## src/rtl/fetch_pkg.sv

```systemverilog
// Shared types and constants for the byte-wide instruction fetch unit.
package fetch_pkg;

    typedef enum logic [1:0] {IDLE, REQ, CAP, DONE} fetch_state_t;

    localparam int          BYTES_PER_INSTR = 4;
    localparam int          INSTR_W         = 32;
    localparam logic [31:0] FAULT_INSTR     = 32'h0;

endpackage

```

## src/rtl/fetch_byte_packer.sv

```systemverilog
// Big-endian word assembly register: the first byte shifted in ends up in the MSBs.
module fetch_byte_packer
    import fetch_pkg::*;
(
    input  logic               clk,
    input  logic               rst_n,
    input  logic               clr,
    input  logic               shift_en,
    input  logic [7:0]         byte_in,
    output logic [INSTR_W-1:0] word
);

    always_ff @(posedge clk or negedge rst_n) begin
        if (!rst_n) begin
            word <= '0;
        end else if (clr) begin
            word <= FAULT_INSTR;
        end else if (shift_en) begin
            word <= {word[INSTR_W-9:0], byte_in};
        end
    end

endmodule

```

## src/rtl/instr_fetch_unit.sv

```systemverilog
// Fetches one 32-bit instruction as four enable-pulsed byte reads from the instruction RAM.
// Optional one-entry last-word buffer enabled by defining FETCH_LAST_HIT_EN.
module instr_fetch_unit
    import fetch_pkg::*;
#(
    parameter int ADDR_W  = 9,
    parameter int INSTR_W = 32
) (
    input  logic               clk,
    input  logic               rst_n,
    input  logic               req_valid,
    output logic               req_ready,
    input  logic [ADDR_W-1:0]  req_pc,
    input  logic               flush,
    output logic               instr_valid,
    input  logic               instr_ready,
    output logic [INSTR_W-1:0] instr,
    output logic [ADDR_W-1:0]  instr_pc,
    output logic               instr_fault,
    output logic               mem_enable,
    output logic               mem_rw,
    output logic [ADDR_W-1:0]  mem_addr,
    input  logic [7:0]         mem_data,
    output logic               busy
);

    fetch_state_t       state;
    logic [1:0]         cnt;
    logic [1:0]         cnt_nxt;
    logic [ADDR_W-1:0]  base;
    logic               accept;
    logic               misaligned;
    logic               hit;
    logic [INSTR_W-1:0] pack_word;

    assign req_ready   = (state == IDLE) && !flush;
    assign accept      = req_valid && req_ready;
    assign misaligned  = (req_pc[1:0] != 2'b00);
    assign busy        = (state != IDLE);
    assign instr_valid = (state == DONE);
    assign instr_pc    = base;
    assign mem_rw      = 1'b1;
    assign cnt_nxt     = cnt + 2'd1;

    fetch_byte_packer u_packer (
        .clk      (clk),
        .rst_n    (rst_n),
        .clr      (accept),
        .shift_en ((state == CAP) && !flush),
        .byte_in  (mem_data),
        .word     (pack_word)
    );

    // Enable is registered so each byte gets exactly one clean one-cycle pulse.
    always_ff @(posedge clk or negedge rst_n) begin
        if (!rst_n) begin
            state       <= IDLE;
            cnt         <= 2'd0;
            base        <= '0;
            mem_enable  <= 1'b0;
            mem_addr    <= '0;
            instr_fault <= 1'b0;
        end else if (flush) begin
            state      <= IDLE;
            cnt        <= 2'd0;
            mem_enable <= 1'b0;
        end else begin
            case (state)
                IDLE: begin
                    if (req_valid) begin
                        base        <= req_pc;
                        cnt         <= 2'd0;
                        instr_fault <= misaligned;
                        if (misaligned || hit) begin
                            state <= DONE;
                        end else begin
                            state      <= REQ;
                            mem_enable <= 1'b1;
                            mem_addr   <= req_pc;
                        end
                    end
                end
                REQ: begin
                    state      <= CAP;
                    mem_enable <= 1'b0;
                end
                CAP: begin
                    if (cnt == 2'd3) begin
                        state <= DONE;
                    end else begin
                        cnt        <= cnt_nxt;
                        state      <= REQ;
                        mem_enable <= 1'b1;
                        mem_addr   <= base + ADDR_W'(cnt_nxt);
                    end
                end
                DONE: begin
                    if (instr_ready) state <= IDLE;
                end
                default: state <= IDLE;
            endcase
        end
    end

`ifdef FETCH_LAST_HIT_EN
    logic               lb_valid;
    logic [ADDR_W-1:0]  lb_pc;
    logic [INSTR_W-1:0] lb_instr;
    logic               hit_sel;

    assign hit   = lb_valid && (lb_pc == req_pc);
    assign instr = hit_sel ? lb_instr : pack_word;

    // Captures the final byte directly so the buffer is ready the cycle DONE is entered.
    always_ff @(posedge clk or negedge rst_n) begin
        if (!rst_n) begin
            lb_valid <= 1'b0;
            lb_pc    <= '0;
            lb_instr <= '0;
            hit_sel  <= 1'b0;
        end else if (flush) begin
            lb_valid <= 1'b0;
        end else begin
            if (accept) hit_sel <= hit && !misaligned;
            if ((state == CAP) && (cnt == 2'd3)) begin
                lb_valid <= 1'b1;
                lb_pc    <= base;
                lb_instr <= {pack_word[INSTR_W-9:0], mem_data};
            end
        end
    end
`else
    assign hit   = 1'b0;
    assign instr = pack_word;
`endif

endmodule

```

## config.mk

```make
export PLATFORM = sky130hd
export DESIGN_NAME = instr_fetch_unit
export DESIGN_NICKNAME = d
export VERILOG_FILES = /design/src/rtl/fetch_pkg.sv /design/src/rtl/fetch_byte_packer.sv /design/src/rtl/instr_fetch_unit.sv
export SDC_FILE = /design/constraint.sdc
export NUM_CORES = 1
export LEC_CHECK = 0
export CAP_MARGIN = 20
export CORE_MARGIN = 2
export CORE_UTILIZATION = 45
export CTS_CLUSTER_DIAMETER = 120
export DETAILED_ROUTE_END_ITERATION = 12
export HOLD_SLACK_MARGIN = 0.1
export PLACE_DENSITY_LB_ADDON = 0.25
export RECOVER_POWER = 100
export SYNTH_ARGS = -nofsm -noshare
export SYNTH_HDL_FRONTEND = slang
export SYNTH_SLANG_ARGS = --single-unit
export TNS_END_PERCENT = 30
```

## constraint.sdc

```tcl
create_clock -name clk -period 2.43 [get_ports clk]
set_input_delay 0.3645 -clock clk [delete_from_list [all_inputs] [get_ports clk]]
set_output_delay 0.3645 -clock clk [all_outputs]
set_load 0.02 [all_outputs]
```

==> results.tsv, run 1 <==
stage	metric	value	unit
drt	first_iter_violations	106	
global_routing	grt_pass1_vias	1982	
critical_path	arrival	1.93	ns
critical_path	cp_max_fo	8	
yosys	syn_avg_cell_area	9.894	um2
floorplanning	die_w	81.19	um
job	max_cap_violations	0	
floorplanning	pin_count	78	
global_routing	grt_pass1_wl	9.591	mm
critical_path	path_cells	inv_1 > ha_2 > nor2b_4 > clkdlybuf4s50_1	
sta	rsz0062_at_grt	false	
yosys	async_flop_share	100.0	%
yosys	syn-cell-area	2681	um2
global_routing	track_usage	18.83	%
place	hpwlAfterDp	3.932	mm
yosys	synth_fp_nets	301	
cells_and_area	num-nets-final	375	
cells_and_area	n_fill_cell	538	
clock_tree	cts_setup_buffers	0	
cells_and_area	area_delta_synth_final	34.90	%
clock_tree	cts_made_buffers	5	
power_and_ir_drop	power.internal	2686	uW
drt	dr.pass1.iters	4	
yosys	yosysSeqAreaShare	52.26	%
power_and_ir_drop	clockPowerShare	18.6	%
cells_and_area	fin_area	3617	um2
yosys	syn_inst	271	
clock_tree	root_buffer	clkbuf_8	
critical_path	critPathCaptureType	output pin	
yosys	yosys_most_used_dff	dfrtp_1	
drt	routed_via_density	4.874	
power_and_ir_drop	p_switching	1685	uW
clock_tree	cts_sinks	56	
yosys	yosysWarnings	0	
drt	finalWirelength	5.721	mm
floorplanning	initial_core_util	45.83	%
sta	worst_pin_slew	1.365	ns
critical_path	cp.required	2.07	ns
sta	finalWorstSetupSlack	0.1346	ns
clock_tree	cts_tree	built	
cells_and_area	multi_input_area	1115	um2
drt	avgRoutedWirePerCell	13.59	um
sta	fin_crit_sh	94.46	%
power_and_ir_drop	switching_share	38.56	%
cells_and_area	most-common-layout-cells	nand2_1 (80), dfrtp_1 (56), dlygate4sd3_1 (55), a21oi_1 (38), clkdlybuf4s50_1 (21)	
drt	drtAntennaViolNets	0	
clock_tree	clk_latency	0.30	ns
power_and_ir_drop	finalPower	4371	uW
clock_tree	path_clk_slew	0.10	ns
drt	num_vias	2052	
sta	hold_viol	0	
place	gp_congestion	0.8063	
floorplanning	core	5851	um2
clock_tree	cts.htree.levels	2	
cells_and_area	antenna_cells	0	
run_status	status	completed	
critical_path	slowest_stage	clkdlybuf4s50_1	
critical_path	cpPeakStageDelay	0.64	ns
cells_and_area	fin_util	61.83	%
power_and_ir_drop	p_leak	0.001655	uW
floorplanning	placementRows	28	
power_and_ir_drop	pwr_density_cell	1208	nW/um2
yosys	yosysUniqueCellTypes	35	
sta	finalMaxSlewViolations	0	
power_and_ir_drop	seqPwrFrac	35.0	%
yosys	synth-edff-count	0	
sta	slew_headroom	8.967	%
sta	fin_crit	2.295	ns
drt	drc_errors	0	
place	dpl_cell_area	3477	um2
place	place_ws	0.3495	ns
cells_and_area	drive_gt1_share	8.960	%
power_and_ir_drop	ir_drop	0.7565	mV
place	io_buffers	76	
global_routing	grt_max_degree	57	
cells_and_area	regArea	1401	um2
global_routing	grt.overflow.total	0	
sta	setup_viol_count_final	0	
global_routing	antenna_found_initial	0	
critical_path	start_kind	flop	
sta	finalSetupTns	0	ns
critical_path	worstSetupPathType	flop to output pin	
power_and_ir_drop	power_frac_comb	46.5	%
sta	max_freq	435.7	MHz
floorplanning	dieArea	6592	um2
sta	final.setup_skew	0.008696	ns
hold_path	hold_class	flop to flop	
yosys	synth.ff_latch_count	56	
floorplanning	dieHeight	81.19	um
clock_tree	clock_path_buffers	2	
cells_and_area	mostFrequentLayoutCell	nand2_1	
[metal layers]
| metal | up-vias | GRT usage [%] | share of wire, % | routed length [um] |
|---|---|---|---|---|
| li1 | 1038 | - | - | - |
| met1 | 972 | 26.36 | 47 | 2717 |
| met3 | 4 | 3.333 | 3.0 | 171 |
| met2 | 38 | 30.25 | 49 | 2780 |
| met5 | - | 0 | 0 | 0 |
| met4 | 0 | 5.085 | 0.91 | 52 |
[final timing paths]
check | from | end | slack, ns | depth (start not counted)
worst max-delay path | state[0]$_DFFE_PN0P_ | req_ready | 0.13 | 4
worst min-delay path | mem_addr[4]$_DFFE_PN0P_ | mem_addr[4]$_DFFE_PN0P_ | 0.49 | 2
worst max register to register | state[0]$_DFFE_PN0P_ | u_packer.word[15]$_DFFE_PN0P_ | 0.29 | 7
worst min register to register | mem_addr[4]$_DFFE_PN0P_ | mem_addr[4]$_DFFE_PN0P_ | 0.49 | 2
max in group asynchronous | rst_n | u_packer.word[13]$_DFFE_PN0P_ | 0.62 | 3
min in group asynchronous | rst_n | state[0]$_DFFE_PN0P_ | 0.98 | 3
[through the flow]
step	std cells	hold WS [ns]
finish	421	0.4888
global route	421	0.5186
CTS	421	0.4972
detailed placement	412	0.3875
global placement	412	0.3896
floorplan	271	0.06891
[registers in the layout, summed over array words and instances (netlist names)]
name,flops
u_packer.word,32
instr_pc,9
mem_addr,9
cnt,2
state,2
instr_fault,1
mem_enable,1
[critical path, delay by kind of cell (launching register included)]
kind                       cells  cell delay (ns)
and+or+nand+nor                1             0.17
DFF                            1             0.45
buffers and inverters          2             0.75
adders and majority gates      1             0.26
[synthesized netlist by cell type, types with 3 or more instances]
library cell / number / area share, %
a21oi_1: 38 / 7.1
dfrtp_1: 56 / 52
xnor2_1: 8 / 2.6
nand2_1: 80 / 11
o21ai_0: 6 / 1.1
ha_1: 7 / 3.3
o211ai_2: 3 / 1.4
buf_6: 5 / 2.1
nor2_1: 9 / 1.3
clkbuf_1: 3 / 0.42
buf_4: 7 / 2.0
mux2i_1: 5 / 1.9
mux2_2: 8 / 3.4
nand3b_1: 4 / 1.1
inv_1: 7 / 0.98
[kinds of logic after synthesis]
logic type,after synthesis,share of synthesized area [%]
buf+inv,24,5.786
fa+ha+maj,8,4.013
mux,14,5.786
compound gates,52,11.43
xor+xnor,8,2.613
simple gates,108,17.97
flops,56,52.26
other cells,1,0.1399
[area by class of cell]
cell class | instances | area share [%]
well taps | 75 | 2.594
clock buffers | 5 | 1.902
flip-flops and latches | 56 | 38.74
inverters | 8 | 0.8302
repair buffers | 83 | 22.62
multi-input cells | 191 | 30.82
clock inverters | 3 | 2.490
[power groups by stage]
| stage | clock [uW] | combinational [uW] | sequential, uW |
|---|---|---|---|
| 2_1_floorplan | 0 | 937 | 1890 |
| 3_3_place_gp | 0 | 2140 | 1560 |
| 3_5_place_dp | 0 | 2170 | 1560 |
| 4_1_cts | 833 | 2190 | 1550 |
| 5_1_grt | 871 | 2220 | 1590 |
| 6_report | 812 | 2030 | 1530 |
[repair_timing]
action / 4_1_cts / 5_1_grt
gates resized for setup: 0 / 1
endpoints found under the setup margin: 0 / 1
hold buffers: 1 / 0
endpoints found under the hold margin: 56 / 0
(Power assumes the default switching activity.)
==> run 2, diff against run 1 <==
Settings changed: SKIP_LAST_GASP from default to 1.
==> results of run 2 <==
Same layout as run 1: the final DEF is identical, and so are final timing and power.
==> patch 1: new RTL, settings of run 2 <==
Change the parameter `ADDR_W` from 9 to 8.
--- a/src/rtl/instr_fetch_unit.sv
+++ b/src/rtl/instr_fetch_unit.sv
@@ -3,7 +3,7 @@
 module instr_fetch_unit
     import fetch_pkg::*;
 #(
-    parameter int ADDR_W  = 9,
+    parameter int ADDR_W  = 8,
     parameter int INSTR_W = 32
 ) (
     input  logic               clk,
Interface: changed (resized instr_pc, mem_addr and req_pc); port bits go from 78 to 75. No check against the original RTL was run, so the function may have changed too.
==> patch 1 against run 2 <==
  * Setup slack better by 0.029 ns
  * Combinational power shrank 7%
  * Routed wire length fell by 6.3%
  * Total power decreased by 9.6%
  * Sequential cell count shrank 2
  * Synthesized area fell by 4.1%
  * Design area decreased by 5.7%
  * Clock skew shrank 0.0040 ns
==> patch 1: results <==
group,metric,value,unit
run_status,status,"finished clean",
worst_setup_path,arrival,1.90,ns
worst_hold_path,min_from,"mem_addr[2]$_DFFE_PN0P_",
sta,finalSetupViolations,0,
power_and_ir_drop,power.leakage,0.00159,µW
route,route.vias.total,2001,
clocking,cts-root-buf,"clkbuf_8",
worst_setup_path,max_stage_delay,0.62,ns
layout,drive_above_1_share,8.43,%
grt,globalRouteTotalUtil,18.1,%
layout,regMostFlops,"u_packer.word",
clocking,clock_latency,0.30,ns
grt,grt_pass1_wl,8990,µm
synth,synth.distinct_cells,36,
worst_setup_path,critPathLaunchType,"flip-flop",
worst_setup_path,rr_startpoint,"state[0]$_DFFE_PN0P_",
clocking,cts_max_level,2,
worst_setup_path,cp_top_family,"buffers and inverters",
worst_hold_path,hold-path-endpoint,"mem_addr[2]$_DFFE_PN0P_",
place,port_buffers,73,
power_and_ir_drop,ir_worst_vdd,0.588,mV
synth,synthTopCellsByCount,"nand2_1 (79), dfrtp_1 (54), a21oi_1 (37)",
route,drtIter0Drc,80,
synth,yosys_warnings,0,
clocking,clkTransAtPathRegs,0.09,ns
worst_setup_path,critPathSlowestCell,"clkdlybuf4s50_1",
worst_setup_path,reg2regPathDepth,6,
worst_setup_path,rr_endpoint,"mem_addr[6]$_DFFE_PN0P_",
clocking,clockBufferDepth,2,
layout,largest_reg_flops,32,
synth,yosysSeqAreaShare,52.6,%
grt,grt_max_degree,34,
place,place_ws,0.378,ns
sta,slew_violations,0,
synth,async_flop_share,100,%
synth,ys_top_cells_by_area,"dfrtp_1 (53%), nand2_1 (12%), a21oi_1 (7.2%)",
sta,finClkSkew,0.00468,ns
route,dr.pass1.iters,4,
layout,fin_nets,360,
worst_setup_path,setup.worst_path.end,"req_ready",
sta,post-route-period-util,93.3,%
grt,grt_antenna_before_repair,0,
place,place_hpwl,3920,µm
layout,nFillCells,487,
sta,max_slew_margin,40.3,%
worst_setup_path,critPathMaxFanout,8,
worst_setup_path,regToRegSetupSlack,0.28,ns
clocking,postCtsSetupRepairBufs,0,
grt,grt_pass1_vias,1881,
worst_hold_path,hold_path.class,"flip-flop to flip-flop",
synth,synth_fp_nets,288,
route,routed_wl,5360,µm
place,routabilityCongestion,0.845,
layout,final_common_cell,"nand2_1",
power_and_ir_drop,p_sw,1590,µW
clocking,numCtsBuffers,5,
layout,n_antenna_cell,0,
worst_hold_path,min_path_cells,2,
## patch 1: cell families (layout without fill, tap and decap cells)
group,after synthesis,count (layout),share of synthesized area (%)
and+or+nand+nor,102,102,17.3
other,1,1,0.146
xor gates and xnor gates,7,7,2.38
AOI/OAI and AO/OA,50,50,11.2
DFF,54,54,52.6
muxes,14,14,6.33
buffers and inverters,23,96,5.89
adders and majority gates,8,8,4.18
## patch 1: layout make-up
class / count / area [µm²] / share of cell area [%]
clock buffer: 6 / 72.6 / 2.13
sequential: 54 / 1350 / 39.6
timing repair buffer: 81 / 779 / 22.8
tap: 72 / 90.1 / 2.64
multi-input combinational: 182 / 1050 / 30.9
clock inverter: 2 / 37.5 / 1.10
inverter: 7 / 26.3 / 0.770
## patch 1: metal layers
layer | part of all wire, % | global-route usage (%) | up-vias
met5 | 0 | 0 | -
met3 | 4.1 | 3.73 | 6
met4 | 1.0 | 4.66 | 0
met1 | 47 | 24.5 | 957
li1 | - | - | 992
met2 | 48 | 29.7 | 46
## patch 1: what timing repair did
action	CTS	global route
hold endpoints to repair	16	0
resized for setup	0	1
hold buffers	1	0
endpoints found under the setup margin	0	1
## patch 1: per-stage QoR
step                      instance area, µm²  hold WS, ns  instances  util [%]  power (µW)
after floorplan                         2570       0.0689        259         -        2690
after global placement                  3320        0.308        395      60.2        3510
after detailed placement                3320        0.306        395      60.2        3530
after CTS                               3440        0.494        404      62.4        4140
after global routing                    3410        0.531        404      62.0        4220
final                                   3410        0.481        404      62.0        3950
## patch 1: power groups by stage
stage	logic (µW)	registers (µW)	clock network (µW)
6_report	1890	1470	596
5_1_grt	2060	1520	639
4_1_cts	2040	1480	612
3_5_place_dp	2030	1500	0
3_3_place_gp	2020	1490	0
2_1_floorplan	885	1810	0
==> patch 2: new RTL, flow settings as in run 2 <==
Made on the original files. Register the output `instr_fault` once more, cleared by the reset; this adds one clock of latency there. The other outputs are not delayed to match.
--- a/src/rtl/instr_fetch_unit.sv
+++ b/src/rtl/instr_fetch_unit.sv
@@ -23,6 +23,8 @@
     input  logic [7:0]         mem_data,
     output logic               busy
 );
+
+    logic instr_fault_s0;
 
     fetch_state_t       state;
     logic [1:0]         cnt;
@@ -59,7 +61,7 @@
             base        <= '0;
             mem_enable  <= 1'b0;
             mem_addr    <= '0;
-            instr_fault <= 1'b0;
+            instr_fault_s0 <= 1'b0;
         end else if (flush) begin
             state      <= IDLE;
             cnt        <= 2'd0;
@@ -70,7 +72,7 @@
                     if (req_valid) begin
                         base        <= req_pc;
                         cnt         <= 2'd0;
-                        instr_fault <= misaligned;
+                        instr_fault_s0 <= misaligned;
                         if (misaligned || hit) begin
                             state <= DONE;
                         end else begin
@@ -134,5 +136,13 @@
     assign instr = pack_word;
 `endif
 
+    always_ff @(posedge clk or negedge rst_n) begin
+        if (!rst_n) begin
+            instr_fault <= '0;
+        end else begin
+            instr_fault <= instr_fault_s0;
+        end
+    end
+
 endmodule
 
Formal check against the unedited RTL: not equivalent (Yosys sat finds a counterexample within 4 cycles, from zero or initial values and one cycle with rst_n low).
==> patch 2 against run 2 <==
  * The flow now finishes with violations (max-capacitance violations, max-slew violations)
  * Maximum frequency increased by 2.3%
  * Sequential share of layout area increased by 0.30 points
  * Clock power decreased by 2%
  * Synthesized cell count decreased by 1.1%
  * Setup slack improved by 0.052 ns
  * Global-route usage increased by 0.62 points
  * Routed wire length increased by 0.21%
  * Total power decreased by 6.5%
  * Sequential cell count increased by 1
  * Design area increased by 1.0%
  * Synthesized area decreased by 0.42%
  * Critical path type unchanged
  * Largest power group unchanged
==> patch 2: results <==
group,metric,value,unit
place,place_ws,0.354,ns
route,route.vias.total,2121,
route,drtIter0Drc,72,
synth,yosysSeqAreaShare,53.4,%
synth,synth.distinct_cells,36,
route,vias_per_cell,4.97,
worst_setup_path,arrival,1.88,ns
place,routabilityCongestion,0.804,
clocking,cts_max_level,3,
synth,synth_mux_area_share,6.47,%
power_and_ir_drop,ir_worst_vdd,0.635,mV
grt,globalRouteTotalUtil,19.4,%
worst_setup_path,critPathMaxFanout,7,
job,cap_violations,1,
clocking,clock_latency,0.33,ns
sta,slew_violations,27,
sta,finClkSkew,0.00923,ns
layout,drive_above_1_share,8.52,%
clocking,numCtsBuffers,9,
run_status,status,"finished with violations",
synth,syn_inst,268,
synth,ys_top_cells_by_area,"dfrtp_1 (53%), nand2_1 (11%), a21oi_1 (6.6%)",
synth,synth_xor_xnor_area_share,2.62,%
run_status,violations,"max-capacitance violations, max-slew violations",
synth,synth_fa_ha_area_share,4.03,%
## patch 2: changes by cell type in the layout (fill, tap and decap cells not counted), moves of 3 or more
| cell | run 2 | this run |
|---|---|---|
| a21oi_1 | 38 | 35 |
| xor2_1 | 0 | 3 |
| bufinv_16 | 3 | 0 |
| clkbuf_8 | 5 | 10 |
| xnor2_1 | 8 | 5 |
| mux2_1 | 1 | 7 |
| o21ai_1 | 0 | 3 |
| mux2_2 | 8 | 0 |
## patch 2: cell type report
cell class	count	area (µm²)
well taps	75	93.8
repair buffers	83	816
fillers	512	2160
clock inverters	6	42.5
multi-input cells	189	1110
flip-flops and latches	57	1430
inverters	7	26.3
clock buffers	10	138
## patch 2: repair_timing
item                                    CTS  global route
resized for setup                         0             1
endpoints found under the setup margin    0             1
setup buffers                             0             0
endpoints found under the hold margin    26             0
hold buffers                              1             0
## patch 2: worst paths after layout
kind                                                      to  slack [ns]  cells past startpoint
worst min register to register         instr_fault$_DFF_PN0_        0.38                      0
min in group asynchronous            instr_pc[4]$_DFFE_PN0P_        0.95                      2
worst max register to register       mem_addr[5]$_DFFE_PN0P_        0.30                      6
worst min-delay path                   instr_fault$_DFF_PN0_        0.38                      0
worst max-delay path                               req_ready        0.19                      4
max in group asynchronous       u_packer.word[6]$_DFFE_PN0P_        0.58                      2
## patch 2: power by group
part           internal [µW]  switching (µW)
sequential              1230             240
combinational            808            1010
clock                    399             398
total                   2440            1650
## patch 2: critical path, stage by stage (launching register included)
cell             delay, ns
dfrtp_1               0.42
inv_1                 0.12
ha_2                  0.24
nor2b_2               0.16
clkdlybuf4s50_1       0.61
## patch 2: per-layer routing
layer	share of wire, %	routed length, µm	GRT usage (%)
met5	0	0	0
met4	1.2	66	9.15
met3	3.7	214	3.67
met2	48	2760	30.5
met1	47	2690	26.1
